[src/rtl/forwarding_hazard_unit_pkg.sv]
// Shared types for the forwarding/hazard unit.
// Stage tag layout, forward-select encodings and default widths.
package forwarding_hazard_unit_pkg;

  localparam int DATA_W_P  = 16;
  localparam int AW_P      = 4;
  localparam int NUM_SRC_P = 2;
  localparam int SEL_W     = 2;

  typedef logic [SEL_W-1:0] fwd_sel_t;

  localparam fwd_sel_t FWD_NONE = 2'd0;
  localparam fwd_sel_t FWD_M    = 2'd1;
  localparam fwd_sel_t FWD_W    = 2'd2;

  typedef struct packed {
    logic                            valid;
    logic                            we;
    logic [AW_P-1:0]                 dst;
    logic                            is_load;
    logic                            is_store;
    logic [NUM_SRC_P-1:0][AW_P-1:0]  src_addr;
    logic [NUM_SRC_P-1:0]            src_used;
  } stage_tag_t;

  function automatic logic addr_live(
    input logic [AW_P-1:0] a,
    input logic            zero_reg
  );
    return !zero_reg || (a != '0);
  endfunction

endpackage

[src/rtl/forwarding_hazard_unit_if.sv]
// Decode/bypass bundle between the pipeline and the forwarding unit.
// master drives decode and bypass data, slave returns operands and stall.
interface forwarding_hazard_unit_if #(
  parameter int DATA_W  = 16,
  parameter int AW      = 4,
  parameter int NUM_SRC = 2
);
  logic                      hold;
  logic                      flush;
  logic                      d_valid;
  logic [NUM_SRC-1:0]        d_src_used;
  logic [NUM_SRC*AW-1:0]     d_src_addr;
  logic [NUM_SRC*DATA_W-1:0] d_src_data;
  logic [AW-1:0]             d_dst_addr;
  logic                      d_dst_we;
  logic                      d_is_load;
  logic                      d_is_store;
  logic [DATA_W-1:0]         m_alu_result;
  logic [DATA_W-1:0]         w_reg_write_data;
  logic                      stall;
  logic [NUM_SRC*DATA_W-1:0] e_operand;
  logic [NUM_SRC*2-1:0]      e_fwd_sel;
  logic [DATA_W-1:0]         m_store_data;
  logic                      w_reg_we;
  logic [AW-1:0]             w_reg_addr;

  modport master (
    output hold, flush, d_valid, d_src_used, d_src_addr,
    output d_src_data, d_dst_addr, d_dst_we, d_is_load,
    output d_is_store, m_alu_result, w_reg_write_data,
    input  stall, e_operand, e_fwd_sel, m_store_data,
    input  w_reg_we, w_reg_addr
  );

  modport slave (
    input  hold, flush, d_valid, d_src_used, d_src_addr,
    input  d_src_data, d_dst_addr, d_dst_we, d_is_load,
    input  d_is_store, m_alu_result, w_reg_write_data,
    output stall, e_operand, e_fwd_sel, m_store_data,
    output w_reg_we, w_reg_addr
  );
endinterface

[src/rtl/forwarding_hazard_unit_fwd_src_mux.sv]
// Per-source bypass match and operand select for the E stage.
// M wins over W because it holds the newer value.
module fwd_src_mux
  import forwarding_hazard_unit_pkg::*;
#(
  parameter int DATA_W   = 16,
  parameter int AW       = 4,
  parameter bit ZERO_REG = 1'b1
) (
  input  logic              m_valid,
  input  logic              m_we,
  input  logic [AW-1:0]     m_dst,
  input  logic              w_valid,
  input  logic              w_we,
  input  logic [AW-1:0]     w_dst,
  input  logic [AW-1:0]     src_addr,
  input  logic              src_used,
  input  logic [DATA_W-1:0] m_data,
  input  logic [DATA_W-1:0] w_data,
  input  logic [DATA_W-1:0] latched,
  output logic [DATA_W-1:0] operand,
  output fwd_sel_t          sel,
  output logic              match_m
);

  logic live;
  logic match_w;

  assign live    = !ZERO_REG || (src_addr != '0);
  assign match_m = m_valid & m_we & (m_dst == src_addr)
                 & src_used & live;
  assign match_w = w_valid & w_we & (w_dst == src_addr)
                 & src_used & live;

  always_comb begin
    operand = latched;
    sel     = FWD_NONE;
    priority case (1'b1)
      match_m: begin
        operand = m_data;
        sel     = FWD_M;
      end
      match_w: begin
        operand = w_data;
        sel     = FWD_W;
      end
      default: begin
        operand = latched;
        sel     = FWD_NONE;
      end
    endcase
  end

endmodule

[src/rtl/forwarding_hazard_unit.sv]
// E/M/W tag pipeline, E operand registers, load-use stall
// and MEM-to-MEM store-data forwarding.
module forwarding_hazard_unit
  import forwarding_hazard_unit_pkg::*;
#(
  parameter int DATA_W   = DATA_W_P,
  parameter int AW       = AW_P,
  parameter int NUM_SRC  = NUM_SRC_P,
  parameter bit ZERO_REG = 1'b1
) (
  input logic clk,
  input logic rst,
  forwarding_hazard_unit_if.slave bus
);

  stage_tag_t d_tag;
  stage_tag_t e_tag;
  stage_tag_t m_tag;
  stage_tag_t w_tag;

  logic [NUM_SRC-1:0][DATA_W-1:0] d_opnd;
  logic [NUM_SRC-1:0][DATA_W-1:0] e_opnd_q;
  logic [NUM_SRC-1:0][DATA_W-1:0] e_opnd;
  logic [NUM_SRC-1:0][1:0]        e_sel;
  logic [DATA_W-1:0]              m_store_q;

  logic [NUM_SRC-1:0] use_hit;
  logic [NUM_SRC-1:0] m_hit;
  logic               advance;
  logic               load_e;
  logic               store_fwd;
  logic               stall;
  logic               unused_tags;

  always_comb begin
    d_tag          = '0;
    d_tag.valid    = bus.d_valid;
    d_tag.we       = bus.d_dst_we;
    d_tag.dst      = bus.d_dst_addr;
    d_tag.is_load  = bus.d_is_load;
    d_tag.is_store = bus.d_is_store;
    d_tag.src_used = bus.d_src_used;
    for (int i = 0; i < NUM_SRC; i++)
      d_tag.src_addr[i] = bus.d_src_addr[i*AW +: AW];
  end

  for (genvar i = 0; i < NUM_SRC; i++) begin : g_src
    logic [AW-1:0] da;
    logic          wb_hit;

    assign da = bus.d_src_addr[i*AW +: AW];

    assign use_hit[i] = bus.d_src_used[i]
                      & (da == e_tag.dst)
                      & addr_live(da, ZERO_REG);

    // Register-file write-through: W writes the reg D reads.
    assign wb_hit = w_tag.valid & w_tag.we
                  & (w_tag.dst == da)
                  & addr_live(da, ZERO_REG);

    assign d_opnd[i] = wb_hit ? bus.w_reg_write_data
                              : bus.d_src_data[i*DATA_W +: DATA_W];

    fwd_src_mux #(
      .DATA_W   (DATA_W),
      .AW       (AW),
      .ZERO_REG (ZERO_REG)
    ) u_mux (
      .m_valid  (m_tag.valid),
      .m_we     (m_tag.we),
      .m_dst    (m_tag.dst),
      .w_valid  (w_tag.valid),
      .w_we     (w_tag.we),
      .w_dst    (w_tag.dst),
      .src_addr (e_tag.src_addr[i]),
      .src_used (e_tag.src_used[i]),
      .m_data   (bus.m_alu_result),
      .w_data   (bus.w_reg_write_data),
      .latched  (e_opnd_q[i]),
      .operand  (e_opnd[i]),
      .sel      (e_sel[i]),
      .match_m  (m_hit[i])
    );
  end

  assign stall = bus.d_valid & e_tag.valid & e_tag.is_load
               & e_tag.we & (|use_hit);

  assign advance = !bus.hold;
  assign load_e  = bus.d_valid & !stall & !bus.flush;

  assign store_fwd = w_tag.valid & w_tag.we & m_tag.is_store
                   & (w_tag.dst == m_tag.src_addr[1])
                   & addr_live(m_tag.src_addr[1], ZERO_REG);

  assign bus.stall        = stall;
  assign bus.e_operand    = e_opnd;
  assign bus.e_fwd_sel    = e_sel;
  assign bus.m_store_data = store_fwd ? bus.w_reg_write_data
                                      : m_store_q;
  assign bus.w_reg_we     = w_tag.valid & w_tag.we;
  assign bus.w_reg_addr   = w_tag.dst;

  always_ff @(posedge clk or posedge rst) begin
    if (rst) begin
      e_tag     <= '0;
      m_tag     <= '0;
      w_tag     <= '0;
      e_opnd_q  <= '0;
      m_store_q <= '0;
    end else if (advance) begin
      w_tag     <= m_tag;
      m_tag     <= e_tag;
      e_tag     <= load_e ? d_tag : '0;
      e_opnd_q  <= d_opnd;
      m_store_q <= e_opnd[1];
    end
  end

  // A load in M feeding E means the stall logic let it through.
  assert property (@(posedge clk) disable iff (rst)
    !(m_tag.is_load && (|m_hit)));

  assign unused_tags = ^{w_tag.is_load, w_tag.is_store,
                         w_tag.src_addr, w_tag.src_used,
                         m_tag.src_used, m_tag.src_addr[0]};

endmodule

[src/flat_wrapper.sv]
// flat-port wrapper written by rule: the top's interface ports become plain ports
module forwarding_hazard_unit_flat import forwarding_hazard_unit_pkg::*;
#(
  parameter int DATA_W   = DATA_W_P,
  parameter int AW       = AW_P,
  parameter int NUM_SRC  = NUM_SRC_P,
  parameter bit ZERO_REG = 1'b1
)
  (clk, rst, bus_hold, bus_flush, bus_d_valid, bus_d_src_used, bus_d_src_addr, bus_d_src_data, bus_d_dst_addr, bus_d_dst_we, bus_d_is_load, bus_d_is_store, bus_m_alu_result, bus_w_reg_write_data, bus_stall, bus_e_operand, bus_e_fwd_sel, bus_m_store_data, bus_w_reg_we, bus_w_reg_addr);
  forwarding_hazard_unit_if #(.DATA_W(DATA_W), .AW(AW), .NUM_SRC(NUM_SRC)) bus_i ();
  input logic clk;
  input logic rst;
  input wire logic [$bits(bus_i.hold)-1:0] bus_hold;
  input wire logic [$bits(bus_i.flush)-1:0] bus_flush;
  input wire logic [$bits(bus_i.d_valid)-1:0] bus_d_valid;
  input wire logic [$bits(bus_i.d_src_used)-1:0] bus_d_src_used;
  input wire logic [$bits(bus_i.d_src_addr)-1:0] bus_d_src_addr;
  input wire logic [$bits(bus_i.d_src_data)-1:0] bus_d_src_data;
  input wire logic [$bits(bus_i.d_dst_addr)-1:0] bus_d_dst_addr;
  input wire logic [$bits(bus_i.d_dst_we)-1:0] bus_d_dst_we;
  input wire logic [$bits(bus_i.d_is_load)-1:0] bus_d_is_load;
  input wire logic [$bits(bus_i.d_is_store)-1:0] bus_d_is_store;
  input wire logic [$bits(bus_i.m_alu_result)-1:0] bus_m_alu_result;
  input wire logic [$bits(bus_i.w_reg_write_data)-1:0] bus_w_reg_write_data;
  output wire logic [$bits(bus_i.stall)-1:0] bus_stall;
  output wire logic [$bits(bus_i.e_operand)-1:0] bus_e_operand;
  output wire logic [$bits(bus_i.e_fwd_sel)-1:0] bus_e_fwd_sel;
  output wire logic [$bits(bus_i.m_store_data)-1:0] bus_m_store_data;
  output wire logic [$bits(bus_i.w_reg_we)-1:0] bus_w_reg_we;
  output wire logic [$bits(bus_i.w_reg_addr)-1:0] bus_w_reg_addr;
  assign bus_i.hold = bus_hold;
  assign bus_i.flush = bus_flush;
  assign bus_i.d_valid = bus_d_valid;
  assign bus_i.d_src_used = bus_d_src_used;
  assign bus_i.d_src_addr = bus_d_src_addr;
  assign bus_i.d_src_data = bus_d_src_data;
  assign bus_i.d_dst_addr = bus_d_dst_addr;
  assign bus_i.d_dst_we = bus_d_dst_we;
  assign bus_i.d_is_load = bus_d_is_load;
  assign bus_i.d_is_store = bus_d_is_store;
  assign bus_i.m_alu_result = bus_m_alu_result;
  assign bus_i.w_reg_write_data = bus_w_reg_write_data;
  assign bus_stall = bus_i.stall;
  assign bus_e_operand = bus_i.e_operand;
  assign bus_e_fwd_sel = bus_i.e_fwd_sel;
  assign bus_m_store_data = bus_i.m_store_data;
  assign bus_w_reg_we = bus_i.w_reg_we;
  assign bus_w_reg_addr = bus_i.w_reg_addr;
  forwarding_hazard_unit #(.DATA_W(DATA_W), .AW(AW), .NUM_SRC(NUM_SRC), .ZERO_REG(ZERO_REG)) u_core (.clk(clk), .rst(rst), .bus(bus_i));
endmodule
[config.mk]
export PLATFORM = sky130hd
export DESIGN_NAME = forwarding_hazard_unit_flat
export DESIGN_NICKNAME = d
export VERILOG_FILES = /design/src/rtl/forwarding_hazard_unit_pkg.sv /design/src/rtl/forwarding_hazard_unit_if.sv /design/src/rtl/forwarding_hazard_unit_fwd_src_mux.sv /design/src/rtl/forwarding_hazard_unit.sv /design/src/flat_wrapper.sv
export SDC_FILE = /design/constraint.sdc
export NUM_CORES = 1
export LEC_CHECK = 0
export CORE_AREA = 2 2 108 110
export DETAILED_ROUTE_END_ITERATION = 12
export DIE_AREA = 0 0 110 112
export GPL_TIMING_DRIVEN = 0
export PLACE_DENSITY = 0.79
export SETUP_SLACK_MARGIN = 0.3
export SYNTH_ARGS = -nofsm -noshare
export SYNTH_HDL_FRONTEND = slang
export SYNTH_SLANG_ARGS = --single-unit
[constraint.sdc]
create_clock -name clk -period 3.5 [get_ports clk]
set_clock_uncertainty 0.15 [all_clocks]
set_input_delay 0.525 -clock clk [delete_from_list [all_inputs] [get_ports clk]]
set_output_delay 0.525 -clock clk [all_outputs]
set_load 0.1 [all_outputs]
==> impl_metrics.yaml <==
timing:
  slew_headroom: 0.339
  finalHoldViolCount: 0
  timing.final.crit_period_ps: 3180
  max_freq_mhz: 314
  grt_setup_unrepaired: "true"
  tns_ps: 0
  fin_crit_sh: 0.910
  setup_viol: 0
  worst_pin_slew_ps: 988
  finalMaxSlewViolations: 0
worst_hold_path:
  hold_start: "u_core.e_opnd_q[4]"
  hold_class: "reg2reg"
status:
  run_status: "complete, no violations"
synthesis:
  synth-edff-count: 0
  synth.avg_cell_area_um2: 9.49
  syn_nets: 653
  ys_seq_elements: 83
  async_flop_share: 1.00
  yosysWarnings: 0
  synthFlopType: "dfrtp_1"
  synth_top_area_cell: "dfrtp_1"
  synth_area_um2: 5380
  yosysUniqueCellTypes: 45
  synth_top_area_share: 0.386
  synth_most_common_cell: "dfrtp_1"
  yosys-top-cells-count: "dfrtp_1 (83), a21oi_1 (54), nand2_1 (53), mux2i_1 (48)"
  synth_top_cells_by_area: "dfrtp_1 (39%), mux2i_1 (8.9%), mux2_2 (5.9%), a21oi_1 (5.0%), o31ai_4 (4.0%)"
  ys_seq_area_frac: 0.386
  synth_cells: 567
worst_setup_path:
  crit_path_start: "u_core.e_tag[7]"
  cp_max_fo: 10
  r2r-start: "u_core.bus.w_reg_addr[0]"
  endpoint: "bus_e_operand[28]"
  crit_required_ps: 2820
  rr_worst_depth: 6
  crit_arrival_ps: 2510
  worst_setup_path_end_kind: "primary output"
  cp-start-kind: "flop"
  r2r_end: "u_core.e_opnd_q[0]"
  r2r_slack_ps: 1130
  critPathKind: "reg2out"
die:
  start_util: 0.481
  die_area_um2: 12300
  ios: 144
  coreArea_um2: 11200
  placement_rows: 39
  die_w_um: 110
  die_height_um: 112
cts:
  cts_tree: "yes"
  cts-buffers-inserted: 9
  cts_root_buf: "clkbuf_16"
  htree_levels: 3
  cts.sinks: 83
  cts_buffer_depth: 2
  postCtsHoldBufs: 0
  clkLatencyLatePin_ps: 350
  clk_pin_slew_ps: 60
routing:
  drtAntennaViolNets: 0
  wl_met1_um: 7300
  first_pass_iters: 5
  wire_per_inst_um: 20.9
  drc: 0
  viasPerCell: 5.77
  drtIter0Drc: 236
  drt_wl_total_um: 18200
  vias: 5046
  met2_length_um: 9020
  wl_met3_um: 1390
  topRoutingLayerUsed: "met4"
finish:
  areaGrowthSynthToFinish_pct: 45.4
  diodes: 0
  nFillCells: 835
  nets: 812
  drive_gt1_frac: 0.312
  register_area_um2: 2080
  multi_input_area_um2: 3400
  finish.utilization: 0.700
power:
  power.density_nw_per_um2: 425
  p_leak_nw: 3.53
  ir_drop_v: 0.000226
global_routing:
  grt_util_all_layers: 0.300
  overflow: 0
  antenna_found_initial: 0
  grt_pass1_vias: 5236
  grt_max_degree: 49
  grt_first_pass_wirelength_um: 27800
placement:
  gp_congestion: 0.889
  hpwlAfterDp_um: 12900
  io_buffers: 143
run:
  maxCapViolations: 0
[area by class of cell]
cell class                 instances  area share
sequential                        83       0.266
multi-input combinational        416       0.435
timing repair buffer             148       0.184
clock buffer                      10      0.0306
inverter                          20     0.00992
clock inverter                     6      0.0114
buffer                            48      0.0402
tap                              143      0.0229
[cell families after synthesis]
group | share of synthesized area
AO/OA/AOI/OAI | 0.206
multiplexers | 0.158
AND/OR/NAND/NOR | 0.130
buffers and inverters | 0.0679
XOR/XNOR | 0.0519
flip-flops | 0.386
[worst min-delay path by stage]
stage,to,cells past startpoint
detailed placement,u_core.e_opnd_q[4],2
finish,u_core.e_opnd_q[4],2
global route,u_core.e_opnd_q[3],2
CTS,u_core.e_opnd_q[4],2
global placement,u_core.e_opnd_q[10],2
floorplan,u_core.e_opnd_q[0],2
[critical path: stages (launching register included)]
cell	delay [ps]
dfrtp_1	380
buf_6	140
xnor2_1	170
nand2_1	130
or4b_1	500
buf_2	200
buf_4	220
nor2_2	180
a21oi_4	40
buf_6	190
[report_power, final]
group / internal (W) / switching (W)
registers: 0.00104 / 0.0000664
clock network: 0.000644 / 0.000408
logic: 0.000384 / 0.000776
[layout by cell type, fill, tap and decap left out, drive strengths merged, types with 4 or more instances in the layout]
| master | instances |
|---|---|
| mux2i | 48 |
| nand2b | 16 |
| nor4 | 5 |
| nor2 | 36 |
| nand2 | 53 |
| nor3 | 23 |
| o21ai | 52 |
| inv | 20 |
| a21oi | 64 |
| nand3 | 4 |
| buf | 83 |
| clkbuf | 31 |
| xor2 | 15 |
| xnor2 | 16 |
| mux2 | 33 |
| o31ai | 16 |
| clkdlybuf4s50 | 90 |
| a22o | 17 |
| dfrtp | 83 |
[state kept, by name, summed over array words and instances, names as in the netlist]
signal / cells
u_core.e_opnd_q: 32
u_core.w_tag: 2
u_core.bus.w_reg_addr: 4
u_core.m_tag: 11
u_core.e_tag: 18
u_core.m_store_q: 16
[through the flow]
step / std cells / setup WS, ps / hold WS, ps / instance area [um^2] / power, W
after floorplan: 567 / 360 / 309 / 5750 / 0.00192
after global placement: 853 / -982 / 322 / 7360 / 0.00224
after detailed placement: 854 / -787 / 337 / 7390 / 0.00226
after CTS: 874 / 192 / 352 / 7650 / 0.00329
after global routing: 874 / 234 / 376 / 7820 / 0.00342
final: 874 / 315 / 353 / 7820 / 0.00332
[metal layers]
layer	vias up	global-route usage
li1	2302	-
met1	2461	0.385
met2	234	0.495
met3	49	0.0562
met4	0	0.118
met5	-	0
[repair_timing]
item,4_1_cts,5_1_grt
setup endpoints to repair,53,36
endpoints found under the hold margin,0,0
gates cloned,0,0
gates resized for setup,305,62
setup buffers,4,0
pin swaps,4,0
No activity file was read; power rests on OpenSTA's default activity.
